$ cat src/rtl/bill_acceptor_pkg.sv
`default_nettype none
// ============================================================================
//  Module      : bill_acceptor_pkg
//  Description : Shared definitions for the bill acceptor. Holds the raw
//                denomination codes, the sampler state type and the escrow
//                entry encoding.
//  Revision    : 1.0 - initial release
// ============================================================================
package bill_acceptor_pkg;

    // Raw denomination codes reported by the slot sensor
    localparam logic [1:0] CODE_NONE    = 2'b00;
    localparam logic [1:0] CODE_TEN     = 2'b01;
    localparam logic [1:0] CODE_TWENTY  = 2'b10;
    localparam logic [1:0] CODE_INVALID = 2'b11;

    // Escrow entry encoding (one bit per queued bill)
    localparam logic ENTRY_TEN    = 1'b0;
    localparam logic ENTRY_TWENTY = 1'b1;

    // Sampler state machine
    typedef enum logic [1:0] {
        S_IDLE        = 2'd0,
        S_DEBOUNCE    = 2'd1,
        S_CAPTURE     = 2'd2,
        S_WAIT_REMOVE = 2'd3
    } sampler_state_t;

    // True for the two codes that carry credit
    function automatic logic code_is_credit(input logic [1:0] code);
        return (code == CODE_TEN) || (code == CODE_TWENTY);
    endfunction

endpackage : bill_acceptor_pkg
`default_nettype wire

$ cat src/rtl/bill_fifo.sv
`default_nettype none
// ============================================================================
//  Module      : bill_fifo
//  Description : Escrow queue of accepted bills. One-bit entries, synchronous
//                clear, exact occupancy count across pointer wrap.
//  Revision    : 1.0 - initial release
// ============================================================================
module bill_fifo #(
    parameter int DEPTH = 4
) (
    input  logic       clk,
    input  logic       clear,
    input  logic       i_push,
    input  logic       i_din,
    input  logic       i_pop,
    output logic       o_dout,
    output logic       o_full,
    output logic       o_empty,
    output logic [4:0] o_level
);

    localparam int c_PTR_W = (DEPTH > 1) ? $clog2(DEPTH) : 1;

    logic                r_mem [DEPTH];
    logic [c_PTR_W-1:0]  r_wptr;
    logic [c_PTR_W-1:0]  r_rptr;
    logic [4:0]          r_count;

    // Pointer and occupancy bookkeeping; DEPTH is a power of two so the
    // pointers wrap naturally at their full width
    always_ff @(posedge clk) begin
        if (clear) begin
            r_wptr  <= '0;
            r_rptr  <= '0;
            r_count <= 5'd0;
        end else begin
            if (i_push) r_wptr <= r_wptr + c_PTR_W'(1);
            if (i_pop)  r_rptr <= r_rptr + c_PTR_W'(1);
            case ({i_push, i_pop})
                2'b10:   r_count <= r_count + 5'd1;
                2'b01:   r_count <= r_count - 5'd1;
                default: r_count <= r_count;
            endcase
        end
    end

    // Storage needs no reset: clearing the pointers discards the contents
    always_ff @(posedge clk) begin
        if (!clear && i_push) r_mem[r_wptr] <= i_din;
    end

    assign o_dout  = r_mem[r_rptr];
    assign o_full  = (r_count == 5'(DEPTH));
    assign o_empty = (r_count == 5'd0);
    assign o_level = r_count;

endmodule : bill_fifo
`default_nettype wire

$ cat src/rtl/bill_acceptor.sv
`default_nettype none
// ============================================================================
//  Module      : bill_acceptor
//  Description : Debounces the bill slot sensor, captures one denomination
//                per physical insertion into an escrow queue (or rejects it),
//                and issues ten/twenty credit pulses to the ticket machine.
//                Optional macro BILL_ACCEPTOR_STATS_EN adds a saturating
//                credit_total counter in units of 10.
//  Revision    : 1.0 - initial release
// ============================================================================
module bill_acceptor #(
    parameter int DEBOUNCE_CYCLES = 4,
    parameter int FIFO_DEPTH      = 4
) (
    input  logic        clk,
    input  logic        clear,
    input  logic        bill_present,
    input  logic [1:0]  bill_code,
    input  logic        ready_in,
    input  logic        bill_in,
    output logic        ten,
    output logic        twenty,
    output logic        reject,
    output logic        full,
`ifdef BILL_ACCEPTOR_STATS_EN
    output logic [15:0] credit_total,
`endif
    output logic [4:0]  level
);

    import bill_acceptor_pkg::*;

    localparam logic [3:0] c_DEB_TARGET = 4'(DEBOUNCE_CYCLES);

    sampler_state_t r_state;
    sampler_state_t w_state_next;
    logic [1:0]     r_code;
    logic [1:0]     w_code_next;
    logic [3:0]     r_cnt;
    logic [3:0]     w_cnt_next;
    logic           w_push;
    logic           w_push_data;
    logic           w_reject_next;

    logic           w_pop;
    logic           w_head;
    logic           w_full;
    logic           w_empty;
    logic [4:0]     w_level;

    logic           r_ten;
    logic           r_twenty;
    logic           r_reject;

    // Sampler state register; clear parks the FSM until the slot is empty
    always_ff @(posedge clk) begin
        if (clear) begin
            r_state <= S_WAIT_REMOVE;
            r_code  <= CODE_NONE;
            r_cnt   <= 4'd0;
        end else begin
            r_state <= w_state_next;
            r_code  <= w_code_next;
            r_cnt   <= w_cnt_next;
        end
    end

    // Sampler next-state, debounce counter and capture decisions
    always_comb begin
        w_state_next  = r_state;
        w_code_next   = r_code;
        w_cnt_next    = r_cnt;
        w_push        = 1'b0;
        w_push_data   = ENTRY_TEN;
        w_reject_next = 1'b0;
        case (r_state)
            S_IDLE: begin
                if (bill_present) begin
                    w_state_next = S_DEBOUNCE;
                    w_code_next  = bill_code;
                    w_cnt_next   = 4'd1;
                end
            end
            S_DEBOUNCE: begin
                // Once the required stable run is proven, capture regardless
                // of what the sensor does in this cycle
                if (r_cnt == c_DEB_TARGET) begin
                    w_state_next = S_CAPTURE;
                end else if (!bill_present) begin
                    w_state_next = S_IDLE;
                    w_cnt_next   = 4'd0;
                end else if (bill_code != r_code) begin
                    w_code_next  = bill_code;
                    w_cnt_next   = 4'd1;
                end else begin
                    w_cnt_next   = r_cnt + 4'd1;
                end
            end
            S_CAPTURE: begin
                if (code_is_credit(r_code) && !w_full) begin
                    w_push      = 1'b1;
                    w_push_data = (r_code == CODE_TWENTY) ? ENTRY_TWENTY : ENTRY_TEN;
                end else begin
                    w_reject_next = 1'b1;
                end
                w_state_next = S_WAIT_REMOVE;
                w_cnt_next   = 4'd0;
            end
            S_WAIT_REMOVE: begin
                if (!bill_present) w_state_next = S_IDLE;
            end
            default: begin
                w_state_next = S_IDLE;
                w_cnt_next   = 4'd0;
            end
        endcase
    end

    // A pulse currently on the outputs blocks the next pop, which guarantees
    // an idle cycle between consecutive credit pulses
    assign w_pop = !w_empty && (ready_in || bill_in) && !(r_ten || r_twenty);

    bill_fifo #(
        .DEPTH (FIFO_DEPTH)
    ) u_fifo (
        .clk     (clk),
        .clear   (clear),
        .i_push  (w_push),
        .i_din   (w_push_data),
        .i_pop   (w_pop),
        .o_dout  (w_head),
        .o_full  (w_full),
        .o_empty (w_empty),
        .o_level (w_level)
    );

    // Registered one-cycle output pulses
    always_ff @(posedge clk) begin
        if (clear) begin
            r_ten    <= 1'b0;
            r_twenty <= 1'b0;
            r_reject <= 1'b0;
        end else begin
            r_ten    <= w_pop && (w_head == ENTRY_TEN);
            r_twenty <= w_pop && (w_head == ENTRY_TWENTY);
            r_reject <= w_reject_next;
        end
    end

`ifdef BILL_ACCEPTOR_STATS_EN
    logic [15:0] r_credit;
    logic [16:0] w_credit_sum;

    assign w_credit_sum = {1'b0, r_credit} + ((w_head == ENTRY_TWENTY) ? 17'd2 : 17'd1);

    // Saturating total of issued credit, counted when the head is popped
    always_ff @(posedge clk) begin
        if (clear) begin
            r_credit <= 16'd0;
        end else if (w_pop) begin
            r_credit <= w_credit_sum[16] ? 16'hFFFF : w_credit_sum[15:0];
        end
    end

    assign credit_total = r_credit;
`endif

    assign ten    = r_ten;
    assign twenty = r_twenty;
    assign reject = r_reject;
    assign full   = w_full;
    assign level  = w_level;

endmodule : bill_acceptor
`default_nettype wire

$ cat config.mk
export PLATFORM = sky130hd
export DESIGN_NAME = bill_acceptor
export DESIGN_NICKNAME = d
export VERILOG_FILES = /design/src/rtl/bill_acceptor_pkg.sv /design/src/rtl/bill_fifo.sv /design/src/rtl/bill_acceptor.sv
export SDC_FILE = /design/constraint.sdc
export NUM_CORES = 1
export LEC_CHECK = 0
export ABC_AREA = 1
export CAP_MARGIN = 20
export CORE_MARGIN = 4
export CORE_UTILIZATION = 50
export CTS_CLUSTER_DIAMETER = 30
export DETAILED_ROUTE_END_ITERATION = 10
export DONT_BUFFER_PORTS = 1
export GPL_TIMING_DRIVEN = 1
export PLACE_DENSITY = 0.65
export SETUP_SLACK_MARGIN = 0.15
export SYNTH_ARGS = -nofsm -noshare
export SYNTH_HDL_FRONTEND = slang
export SYNTH_HIERARCHICAL = 1
export SYNTH_SLANG_ARGS = --single-unit
$ cat constraint.sdc
create_clock -name clk -period 6.9 [get_ports clk]
set_clock_uncertainty 0.1 [all_clocks]
set_input_delay 0.69 -clock clk [delete_from_list [all_inputs] [get_ports clk]]
set_output_delay 0.69 -clock clk [all_outputs]
set_load 0.05 [all_outputs]
# Word-level counts from Yosys, hierarchy flattened
# Memory sizes are Yosys's and may differ from the RTL's. A register that Yosys moved wholly into a read port is not among the register bits.
# Cells that the tools add are included.
# word_totals
output_inout_bits	9
mem_count	1
regBits	20
ramBits	4
wordCells	77
# classes
eq_ne	14
bitwise	2
n_reduce_logical	21
muxes	25
addsub	5
# memory_table
memory	words	width	read_ports	rd_clocked_by_memory_dff	write_ports	line_no	rtl
u_fifo.r_mem	4	1	1	1	1	bill_fifo.sv:24	logic r_mem [DEPTH];
# ops
op	count
$mux 2	9
$mux 4	4
$pmux 4 s3	1
$pmux 5 s2	1
$eq 2x2->1 const B	4
$mux 1	8
$ne 2x2->1 const B	4
$pmux 2 s4	1
$eq 2x1->1 const B	3
$logic_and 1x1->1	6
$add 5x1->5 const B	1
$eq 5x3->1 const B	1
$logic_not 5->1	1
$reduce_and 5->1	1
$sub 5x1->5 const B	1
$add 2x1->2 const B	2
$add 4x1->4 const B	1
$eq 4x3->1 const B	1
$logic_not 1->1	4
$pmux 2 s2	1
$reduce_bool 2->1	2
$logic_or 1x1->1	3
$reduce_and 3->1	1
$reduce_bool 3->1	1
other kinds (4)	5

# Logic depth before layout (Yosys ltp)
# depth
ltp_word	8
ltp_mapped	17
ltp_nobuf	17

# Cells and area by module
# Netlist, hierarchy kept.
# modules_own_cells
module	area_per_inst_um2	cells_per_inst	n_inst
bill_fifo	813.3	102	1
bill_acceptor	688.2	103	1

# Worst setup path before layout
# OpenSTA, ideal clock, no wires.
# synth_timing
kind	register -> register
from	register u_fifo.r_count[0] (netlist: u_fifo/o_level[0])
to	register u_fifo.r_count[2] (netlist: u_fifo/o_level[2])
slack_ns	3.161
synth_period_minus_slack_ns	3.739
stages_incl_launch_ff	15
setup_ns	0.113
arrival_time_ns	3.525
t_required_ns	6.687
cell_sequence	dfxtp_1 -> or3_1 -> nor3_1 -> nor3_1 -> inv_1 -> ha_1 -> nand2_1 -> inv_2 -> nor2_4 -> ha_1 -> inv_1 -> nand2_1 -> xor2_1 -> o21ai_1 -> inv_1
# synth_between
elab_chain_len	7
word_cells_on_any_way	15
classes_between	2 x add/sub; 3 x eq/ne; 3 x mux; 7 x reduce/logical
# synth_lines
element	line_no	rtl
start: declaration	bill_fifo.sv:27	logic [4:0] r_count;
start signal: assignment	bill_fifo.sv:40	2'b10: r_count <= r_count + 5'd1;
start signal: assignment	bill_fifo.sv:41	2'b01: r_count <= r_count - 5'd1;
start signal: assignment	bill_fifo.sv:42	default: r_count <= r_count;
$eq 5x3->1 *	bill_fifo.sv:53	assign o_full = (r_count == 5'(DEPTH));
named net full	bill_acceptor.sv:24	output logic full,
$logic_not 1->1 *	bill_acceptor.sv:100	if (code_is_credit(r_code) && !w_full) begin
$logic_and 1x1->1 *	bill_acceptor.sv:100	
$mux 1 *	bill_acceptor.sv:100	
$mux 1 *	bill_acceptor.sv:76	case (r_state)
named net w_push	bill_acceptor.sv:41	logic w_push;
$eq 2x1->1 / $eq 2x2->1 (equally long branches)	bill_fifo.sv:39	case ({i_push, i_pop})
$pmux 5 s2 / $reduce_bool 2->1 (equally long branches)	--	
# Mark *: on every way through the listed nets, which the timed path passes. The rest lies on a longest branch.
# A chain may end at the register's enable or synchronous reset.

# Worst setup path in the final report
# Ends and elaborated chain as after synthesis.

==> metrics.md <==
| Metric | Value |
|---|---|
| Run status | completed |
| CP Class | reg -> reg |
| Core area | 0.00281 mm^2 |
| Via count | 1,236 |
| Finished Core Util | 57.0% |
| Hold WS | 327 ps |
| Final hold vios | 0 |
| Vias in the first global route | 1,190 |
| DP HPWL | 2200 um |
| Synth unique cells | 26 |
| Via/cell ratio | 5.15 |
| Crit start category | register |
| Max cap viols | 0 |
| Crit end category | register |
| Lkg Pwr | 0.751 nW |
| Netlist Area Pre-Place | 0.00150 mm^2 |
| CTS tree | yes |
| Critical Path RT | 7030 ps |
| Sink Count | 26 |
| CP cell instances | or3_1 > nor3_2 > nor3_1 > inv_1 > ha_1 > nand2_1 > inv_2 > nor2_4 > ha_1 > inv_1 > nand2_1 > xor2_1 > o21ai_1 > inv_1 |
| PortBufs | 0 |
| Register-to-Register Setup Slack | 3400 ps |
| Worst-Skew Late Latency | 310 ps |
| Tmin final | 3500 ps |
| Initial Utilization | 53.5% |
| Synth area leader | dfxtp_1 |
| Worst stage delay on the critical path | 730 ps |
| HP Class | in -> reg |
| Area growth syn-to-layout | 6.42% |
| CP max-delay cell | nor3_2 |
| Final Setup Violations | 0 |
| Mapped Nets | 227 |
| GR Util All Layers | 15.7% |
| Die ar. | 0.00394 mm^2 |
| Setup crit start | u_fifo/o_level[0] |
| Initial DRC count | 52 |
| # IOs | 16 |
| Fin crit share | 50.8% |
| Longest Clk Path Bufs | 2 |
| Worst setup endpoint | u_fifo/o_level[2] |
| Worst r2r src | u_fifo/o_level[0] |
| Post-CTS Resized | 0 |
| DIE HEIGHT | 62.8 um |
| Hold Buf Count CTS | 0 |
| Slew Viols, Final | 0 |
| Post-DR wirelength/cell | 11.5 um |
| Routability cong. | 0.895 |
| Register clock-pin slew on the reported worst setup and hold paths | 140 ps |
| Cell area power density | 463 mW/mm^2 |
| Critical path fanouts, max | 6 |
| Routed WL | 2760 um |
| Sequential share of the synthesized area | 37.3% |
| Slew HR | 36.8% |
| Antenna-violating nets left | 0 |
| Largest cells by area after synthesis | dfxtp_1 29%, ha_1 13%, nand2_1 9.5%, edfxtp_1 8.0%, inv_1 7.5% |
| Detailed Routing Iterations Pass 1 | 4 |
| Root Driver | clkbuf_4 |
| Setup TNS | 0 ps |
| Die width | 62.8 um |
| R2R cell count | 14 |
| Final std cells w/o fill | 240 |
| Post-Synthesis Cells | 205 |
| Syn. warnings | 6 |
| Total congestion overflow | 0 |
| Core Rows | 19 |
| Mean Syn Cell Area | 7.32 um^2 |
| RR Endpoint | u_fifo/o_level[2] |
| WP data arrival | 3630 ps |
| Drc violations | 0 |
| Diodes inserted | 0 |
| Fmax | 0.285 GHz |
| Largest net degree at the start of global routing | 16 |
| H-Tree Depth | 1 |
| TritonCTS buffer count | 3 |
| Initial antenna violation count | 0 |
| Register bit total from synthesis | 26 |
| Post-CTS setup buffer count | 0 |
| Nets | 232 |
| Most used cell, CP | inv_1 |
| Post-placement cell count | 236 |
| Worst vdd ir | 0.257 mV |
| Slew @ Worst Pin | 943 ps |
| Layout cells sized above 1 | 11.0% |
| Share of Yosys cell area claimed by the top area cell type | 29.3% |
| First-pass GRT wire length | 5010 um |
| RSZ-0062 raised after global routing | no |
-- layout make-up --
class / instances / area, um^2
Clock buffer: 3 / 22.5
Clock inverter: 1 / 30.0
Fill cell: 256 / 1210
Inverter: 36 / 135
Multi-Input combinational cell: 143 / 811
Sequential cell: 26 / 561
Tap cell: 31 / 38.8
-- placed cells by master (no fill, tap or decap) --
cell type	n
nand3_1	9
inv_1	30
a21oi_2	1
o21ai_1	1
nor3_2	1
bufinv_16	1
nand3_2	2
nand4_1	2
or3_1	1
nand2_1	38
edfxtp_1	4
ha_1	15
clkbuf_4	3
o21bai_2	1
nor3_1	3
dfxtp_1	22
a21oi_1	14
o21bai_1	2
o21ai_2	1
nor2_4	1
inv_2	5
xor2_1	2
clkinv_1	1
a32oi_1	1
nor2_1	28
nand2_2	5
nor4_1	1
o21ai_0	12
nor2_2	2
-- state kept, by name, indices dropped and copies added (netlist names), named ones only --
signal	flops
twenty	1
r_state	2
u_fifo/o_level	5
reject	1
u_fifo/r_wptr	2
r_cnt	4
r_code	2
u_fifo/r_mem	4
ten	1
u_fifo/r_rptr	2
-- per-layer routing --
metal	routed length [um]	share of wire [%]	global-route usage, %
met1	1260	46	17.9
met2	1360	49	27.8
met3	103	3.7	3.24
met4	35	1.3	7.16
met5	0	0	0
-- stage by stage --
step	power [mW]	worst slack, ps	instance area [um^2]
5_1_grt	0.821	3100	1600
3_3_place_gp	0.633	3490	1550
2_1_floorplan	0.571	3160	1500
6_report	0.741	3400	1600
4_1_cts	0.747	3400	1600
3_5_place_dp	0.642	3420	1550
-- Yosys cell counts --
cell and count:
o21bai_1 2, nand4_1 2, o21ai_2 1, nor2_4 1, inv_1 30, nor4_1 1
nand3_1 9, nand2_1 38, or3_1 1, nor2_2 2, inv_2 5, a21oi_2 1
dfxtp_1 22, nand2_2 5, o21bai_2 1, nor3_1 4, nand3_2 2, ha_1 15
a21oi_1 14, o21ai_0 12, xor2_1 2, o21ai_1 1, edfxtp_1 4, nor2_1 28
clkinv_1 1, a32oi_1 1
-- logic make-up (layout without fill, tap and decap cells) --
logic type / Yosys count / after routing / share of synthesized area, %
xor gates and xnor gates: 2 / 2 / 1.17
DFF: 26 / 26 / 37.3
adders and majority gates: 15 / 15 / 12.5
and+or+nand+nor: 93 / 93 / 27.5
AOI/OAI and AO/OA: 33 / 33 / 12.5
buffers and inverters: 36 / 40 / 9.00
-- power breakdown --
| group | leakage (nW) | internal (mW) | switching, mW | total, mW |
|---|---|---|---|---|
| Sequential | 0.212 | 0.197 | 0.0944 | 0.291 |
| Clock | 0.0279 | 0.0587 | 0.0432 | 0.102 |
| Combinational | 0.511 | 0.126 | 0.221 | 0.347 |
| Total | 0.751 | 0.382 | 0.359 | 0.741 |
-- how the worst min path moves through the flow --
| stage | start | end | slack [ps] | cells past startpoint |
|---|---|---|---|---|
| finish | clear | reject | 330 | 1 |
| global route | clear | reject | 290 | 1 |
| CTS | clear | reject | 310 | 1 |
| detailed placement | u_fifo/r_rptr[1] | u_fifo/r_rptr[1] | 340 | 1 |
| global placement | u_fifo/r_rptr[1] | u_fifo/r_rptr[1] | 330 | 1 |
| floorplan | u_fifo/r_rptr[1] | register | 310 | 1 |
-- critical path: cells and delay by family, from the launching register on --
kind / cells / cell delay, ps
XOR/XNOR: 1 / 170
buffers and inverters: 4 / 420
AO/OA/AOI/OAI: 1 / 110
AND/OR/NAND/NOR: 6 / 1590
flip-flops: 1 / 550
adder cells (fa/ha/maj): 2 / 480
No activity file was read; power rests on OpenSTA's default activity.
